==> config.mk <==
export PLATFORM = sky130hd
export DESIGN_NAME = gated_counter_bank
export DESIGN_NICKNAME = d
export VERILOG_FILES = /design/src/rtl/gated_cnt_pkg.sv /design/src/rtl/clk_gate.sv /design/src/rtl/gated_counter_bank.sv
export SDC_FILE = /design/constraint.sdc
export NUM_CORES = 1
export LEC_CHECK = 0
export ABC_AREA = 1
export ABC_CLOCK_PERIOD_IN_PS = 2400
export CORE_MARGIN = 2
export CORE_UTILIZATION = 48
export CTS_CLUSTER_SIZE = 25
export DETAILED_ROUTE_END_ITERATION = 12
export GPL_TIMING_DRIVEN = 0
export HOLD_SLACK_MARGIN = 0.06
export PLACE_DENSITY = 0.83
export SKIP_CTS_REPAIR_TIMING = 1
export SLEW_MARGIN = 15
export SYNTH_ARGS = -nofsm -noshare
export SYNTH_HDL_FRONTEND = slang
export SYNTH_SLANG_ARGS = --single-unit
==> constraint.sdc <==
create_clock -name clk -period 2.4 [get_ports clk]
set_input_delay 0.48 -clock clk [delete_from_list [all_inputs] [get_ports clk]]
set_output_delay 0.48 -clock clk [all_outputs]
set_load 0.005 [all_outputs]
==> src/rtl/gated_cnt_pkg.sv <==
// Shared defaults and direction encoding for the gated counter bank.
package gated_cnt_pkg;

    localparam int DEF_WIDTH    = 4;
    localparam int DEF_CHANNELS = 2;
    localparam int DEF_MODULO   = 10;

    localparam logic DIR_UP = 1'b1;
    localparam logic DIR_DN = 1'b0;

endpackage

==> src/rtl/clk_gate.sv <==
// Latch-based integrated clock gate: enable captured while clk is low,
// so the gated clock can only produce whole high pulses.
module clk_gate (
    input  logic clk,
    input  logic en,
    output logic gclk
);

    logic en_latched;

    // NOTE: this latch is intentional; transparent only while clk is low so a
    // change on en during the high phase can never chop or extend a pulse.
    always_latch begin
        if (!clk) begin
            en_latched <= en;
        end
    end

    assign gclk = clk & en_latched;

endmodule

==> src/rtl/gated_counter_bank.sv <==
// Bank of independent modulo up/down counters, each on its own gated clock.
// Define GATED_CNT_SAT_EN to make the counters saturate instead of wrapping.
module gated_counter_bank
    import gated_cnt_pkg::*;
#(
    parameter int WIDTH    = DEF_WIDTH,
    parameter int CHANNELS = DEF_CHANNELS,
    parameter int MODULO   = DEF_MODULO
) (
    input  logic                      clk,
    input  logic                      reset,
    input  logic [CHANNELS-1:0]       enable,
    input  logic [CHANNELS-1:0]       up_dn,
    input  logic [CHANNELS-1:0]       load,
    input  logic [CHANNELS*WIDTH-1:0] load_val,
    output logic [CHANNELS*WIDTH-1:0] count,
    output logic [CHANNELS-1:0]       tc,
    output logic                      active
);

    localparam logic [WIDTH-1:0] LIMIT = WIDTH'(MODULO - 1);

    logic [CHANNELS-1:0] gate_en;
    logic [CHANNELS-1:0] tc_next;

    for (genvar i = 0; i < CHANNELS; i++) begin : gen_ch
        logic             gclk;
        logic [WIDTH-1:0] cnt;
        logic [WIDTH-1:0] cnt_next;
        logic [WIDTH-1:0] ld_raw;
        logic [WIDTH-1:0] ld_val;
        logic             hit;

        // Reset must open the gate, otherwise a stopped channel would ignore it.
        assign gate_en[i] = enable[i] | load[i] | reset;

        clk_gate u_gate (
            .clk  (clk),
            .en   (gate_en[i]),
            .gclk (gclk)
        );

        assign ld_raw = load_val[i*WIDTH +: WIDTH];
        assign ld_val = (32'(ld_raw) >= MODULO) ? LIMIT : ld_raw;

        always_comb begin
            cnt_next = cnt;
            hit      = 1'b0;
            case (up_dn[i])
`ifdef GATED_CNT_SAT_EN
                DIR_UP: begin
                    if (cnt != LIMIT) begin
                        cnt_next = cnt + 1'b1;
                        hit      = (cnt_next == LIMIT);
                    end
                end
                DIR_DN: begin
                    if (cnt != '0) begin
                        cnt_next = cnt - 1'b1;
                        hit      = (cnt_next == '0);
                    end
                end
`else
                DIR_UP: begin
                    if (cnt == LIMIT) begin
                        cnt_next = '0;
                        hit      = 1'b1;
                    end else begin
                        cnt_next = cnt + 1'b1;
                    end
                end
                DIR_DN: begin
                    if (cnt == '0) begin
                        cnt_next = LIMIT;
                        hit      = 1'b1;
                    end else begin
                        cnt_next = cnt - 1'b1;
                    end
                end
`endif
                default: ;
            endcase
        end

        // NOTE: sequential state uses non-blocking assignments so every flop
        // samples pre-edge values regardless of process evaluation order.
        always_ff @(posedge gclk) begin
            if (reset) begin
                cnt <= '0;
            end else if (load[i]) begin
                cnt <= ld_val;
            end else if (enable[i]) begin
                cnt <= cnt_next;
            end
        end

        // A load on the same edge wins over counting, so it can never flag tc.
        assign tc_next[i] = enable[i] & ~load[i] & ~reset & hit;

        assign count[i*WIDTH +: WIDTH] = cnt;
    end

    always_ff @(posedge clk) begin
        if (reset) begin
            tc     <= '0;
            active <= 1'b0;
        end else begin
            tc     <= tc_next;
            active <= |gate_en;
        end
    end

endmodule

# Word-level counts from Yosys, hierarchy flattened
# Index checks and enable logic that the tools add are counted.
op_classes:
  n_addsub: 4
  order_cmp: 2
  n_eq_ne: 2
  mux: 20
  bitwise: 17
  reduce_logical: 5
op_table:
  columns: ["cell", "n"]
  rows:
  - ["4-bit 2-to-1 mux", 10]
  - ["4-bit case mux with 2 select lines", 2]
  - ["4-bit by 1-bit adder with 4-bit output, second input constant", 2]
  - ["1-bit AND", 8]
  - ["4-bit equality test, second input constant", 2]
  - ["4-bit greater-or-equal comparator, second input constant", 2]
  - ["4-bit zero test", 2]
  - ["4-bit by 1-bit subtractor with 4-bit output, second input constant", 2]
  - ["1-bit 2-to-1 mux", 6]
  - ["1-bit NOT", 5]
  - ["1-bit OR", 4]
  - ["1-bit case mux with 2 select lines", 2]
  - ["2-bit nonzero test", 2]
  - ["2-bit OR reduction", 1]
totals:
  reg_bits: 11
  latchBits: 2
  input_bits: 16
  out_inout_bits: 11
  word_cells: 56

# Logic depth before layout (Yosys ltp)
logic_depth:
  depth_word: 5
  depth_mapped: 9
  mapped_depth_nobuf: 9

# Cells and area by module
# Synthesis repeated with hierarchy kept, for this count alone.
unflattened:
  hier_cells: 148
  hier_area_um2: 820.8
modules_own_cells:
  columns: ["mod", "instances", "cells_per_inst", "area_each_um2", "seq_area_each_um2"]
  rows:
  - ["gated_counter_bank", 1, 142, 775.7, 220.2]
  - ["clk_gate", 2, 3, 22.5, 0.0]

==> results.toml <==
[synthesis]
synth_area_leader_cell = "dfxtp_1"
postSynthAreaPerCell_um2 = 5.95
synth.distinct_cells = 24
synth_seq_cells = 13
ys_warn_count = 0
netlist_instances = 141
synth_area_leaders = "dfxtp_1, nand2_1, inv_1, nand3_1, a21oi_1"
yosysTopAreaCellShare_pct = 26.3
synth_area_um2 = 838
syn_nets = 157

[grt]
grt_usage_pct = 27.6
grt-ovfl-total = 0
grt_max_degree = 9
grt_pass1_wl_mm = 3.93
grt_pass1_vias = 1027
antenna_found_initial = 0

[pwr]
p_sw_share_pct = 33.3
comb_power_share_pct = 18.1
p_int_w = 0.000586
power.density_nw_per_um2 = 702
p_clk_share_pct = 56.3
power_leakage_nw = 0.658
power_frac_seq_pct = 25.6
irDropWorstVdd_uv = 806
power_w = 0.000879
switching_power_w = 0.000292

[finish]
multiInputGateArea_um2 = 497
fin_util_pct = 74.1
diodes = 0
seq_area_um2 = 250
syn2layout_area_growth_pct = 49.4
drive_gt1_share_pct = 17.5
nFillCells = 129
nNetsFinal = 205

[timing]
fin_tns_setup_ps = 0
slew_viol_final = 0
period_share_pct = 89.0
skew_ps = 30.4
finalWorstSetupSlack_ps = 264
slew_headroom_pct = 78.4
rsz0062_at_grt = "no"
hold_violations = 0
worst_pin_slew_ps = 324
finalSetupViolCount = 0
fmax_mhz = 468
finalCriticalPeriod_ps = 2140

[floorplan]
io_pins = 27
rows = 15
die-area_um2 = 2100
die_w_um = 45.8
start_util_pct = 49.6
die_h_um = 45.8
core_area_um2 = 1690

[routing]
drt_pass1_iterations = 7
ant_nets = 0
wire_per_inst_um = 11.9
first_iter_violations = 57
num_vias = 1111
routed_wirelength_mm = 2.46
drc = 0
vias_per_cell = 5.39

[worst_hold_path]
hold_path_class = "primary input to flop"

[setup_path]
startpoint_type = "flop"
critPathSlowestCell = "clkdlybuf4s50_1"
crit_fanout = 8
cp_data_arrival_time_ps = 1660
critPathMaxStageDelay_ps = 570
critPathTopFamily = "buffers and inverters"
path_cells = "clkdlybuf4s50_1"
worst-path-buf-inv = 1
worstSetupPathType = "flop to output port"
cp.required_ps = 1920
cp-end-kind = "output port"

[placement]
dp_hpwl_mm = 1.62
place.gp.congestion = 0.790
dp_slack_ps = 0
io_buffers = 25

[clock_tree]
clk_latency_ps = 620
clk_pin_slew_ps = 70
cts_tree = "done"

[status]
outcome = "completed"

[flow_run]
drv_cap = 0
state kept, by name, summed over array words and instances, names as in the netlist:
signal and count:
gen_ch.cnt 8, gen_ch.u_gate.en_latched 2, tc 2, active 1
per-stage QoR:
step,cell area (um2),instances,hold slack [ps]
6_report,1250,206,140
2_1_floorplan,838,141,230
5_1_grt,1250,206,134
3_3_place_gp,1110,183,231
3_5_place_dp,1110,183,231
4_1_cts,1250,206,135
cells in the final DEF, fill, tap and decap left out, types with 2 or more instances in the layout:
cell / count
a211oi_1: 2
a21oi_1: 9
clkbuf_1: 2
clkbuf_4: 15
clkdlybuf4s50_1: 25
dfxtp_1: 11
dlxtn_1: 2
inv_1: 21
inv_2: 8
nand2_1: 48
nand2_2: 2
nand3_1: 11
nor2_1: 9
nor2_2: 3
nor2_4: 2
o211ai_1: 2
o21ai_0: 4
o21ai_1: 3
o22ai_1: 2
metal layers:
metal,vias up,part of all wire (%),track usage (%)
li1,547,-,-
met1,491,41,28.0
met2,54,47,43.9
met3,19,7.7,13.9
met4,0,3.8,18.9
met5,-,0,0
cells by family (layout without fill, tap and decap cells):
group	after synthesis	after routing	synth area share (%)
compound gates	24	24	16.6
flops	11	11	26.3
latches	2	2	3.58
buf+inv	24	72	10.9
simple gates	80	80	42.7
path summary, 6_finish.rpt:
check | start | end | slack (ps) | cells past startpoint
min in group gated | gen_ch[1].u_gate.en_latched | clock gate | 630 | 0
min reg2reg | gen_ch[1].cnt[1] | gen_ch[1].cnt[1] | 580 | 2
max in group gated | gen_ch[0].u_gate.en_latched | clock gate | 400 | 0
max reg2reg | gen_ch[0].cnt[0] | gen_ch[0].cnt[1] | 1170 | 7
max | gen_ch[0].cnt[0] | count[0] | 260 | 1
min | reset | gen_ch[0].cnt[3] | 140 | 2
layout make-up:
class	instances	share of cell area, %
Multi-Input combinational cell	104	39.7
Sequential cell	13	20.0
Timing Repair Buffer	25	20.0
Clock buffer	17	9.59
Inverter	21	6.29
Clock inverter	8	2.40
Tap cell	17	1.70
Buffer	1	0.400
synth_stat cells, drive strengths merged:
library cell and instances:
o211ai 2, nor3 1, nand4 1, o21a 1
a211oi 2, inv 23, a21oi 10, nand3 12
o22ai 2, dlxtn 2, o21ai 7, nor2 14
or2 1, nand2 50, buf 1, nand3b 1
dfxtp 11
power by group through the flow:
stage	registers (W)	clock network, W	logic, W
2_1_floorplan	0.000226	0.0000355	0.0000873
3_3_place_gp	0.000228	0.0000355	0.000149
3_5_place_dp	0.000228	0.0000355	0.000154
4_1_cts	0.000225	0.000495	0.000158
5_1_grt	0.000227	0.000535	0.000176
6_report	0.000225	0.000495	0.000159
Note: power is estimated with default switching activity, not from simulation.
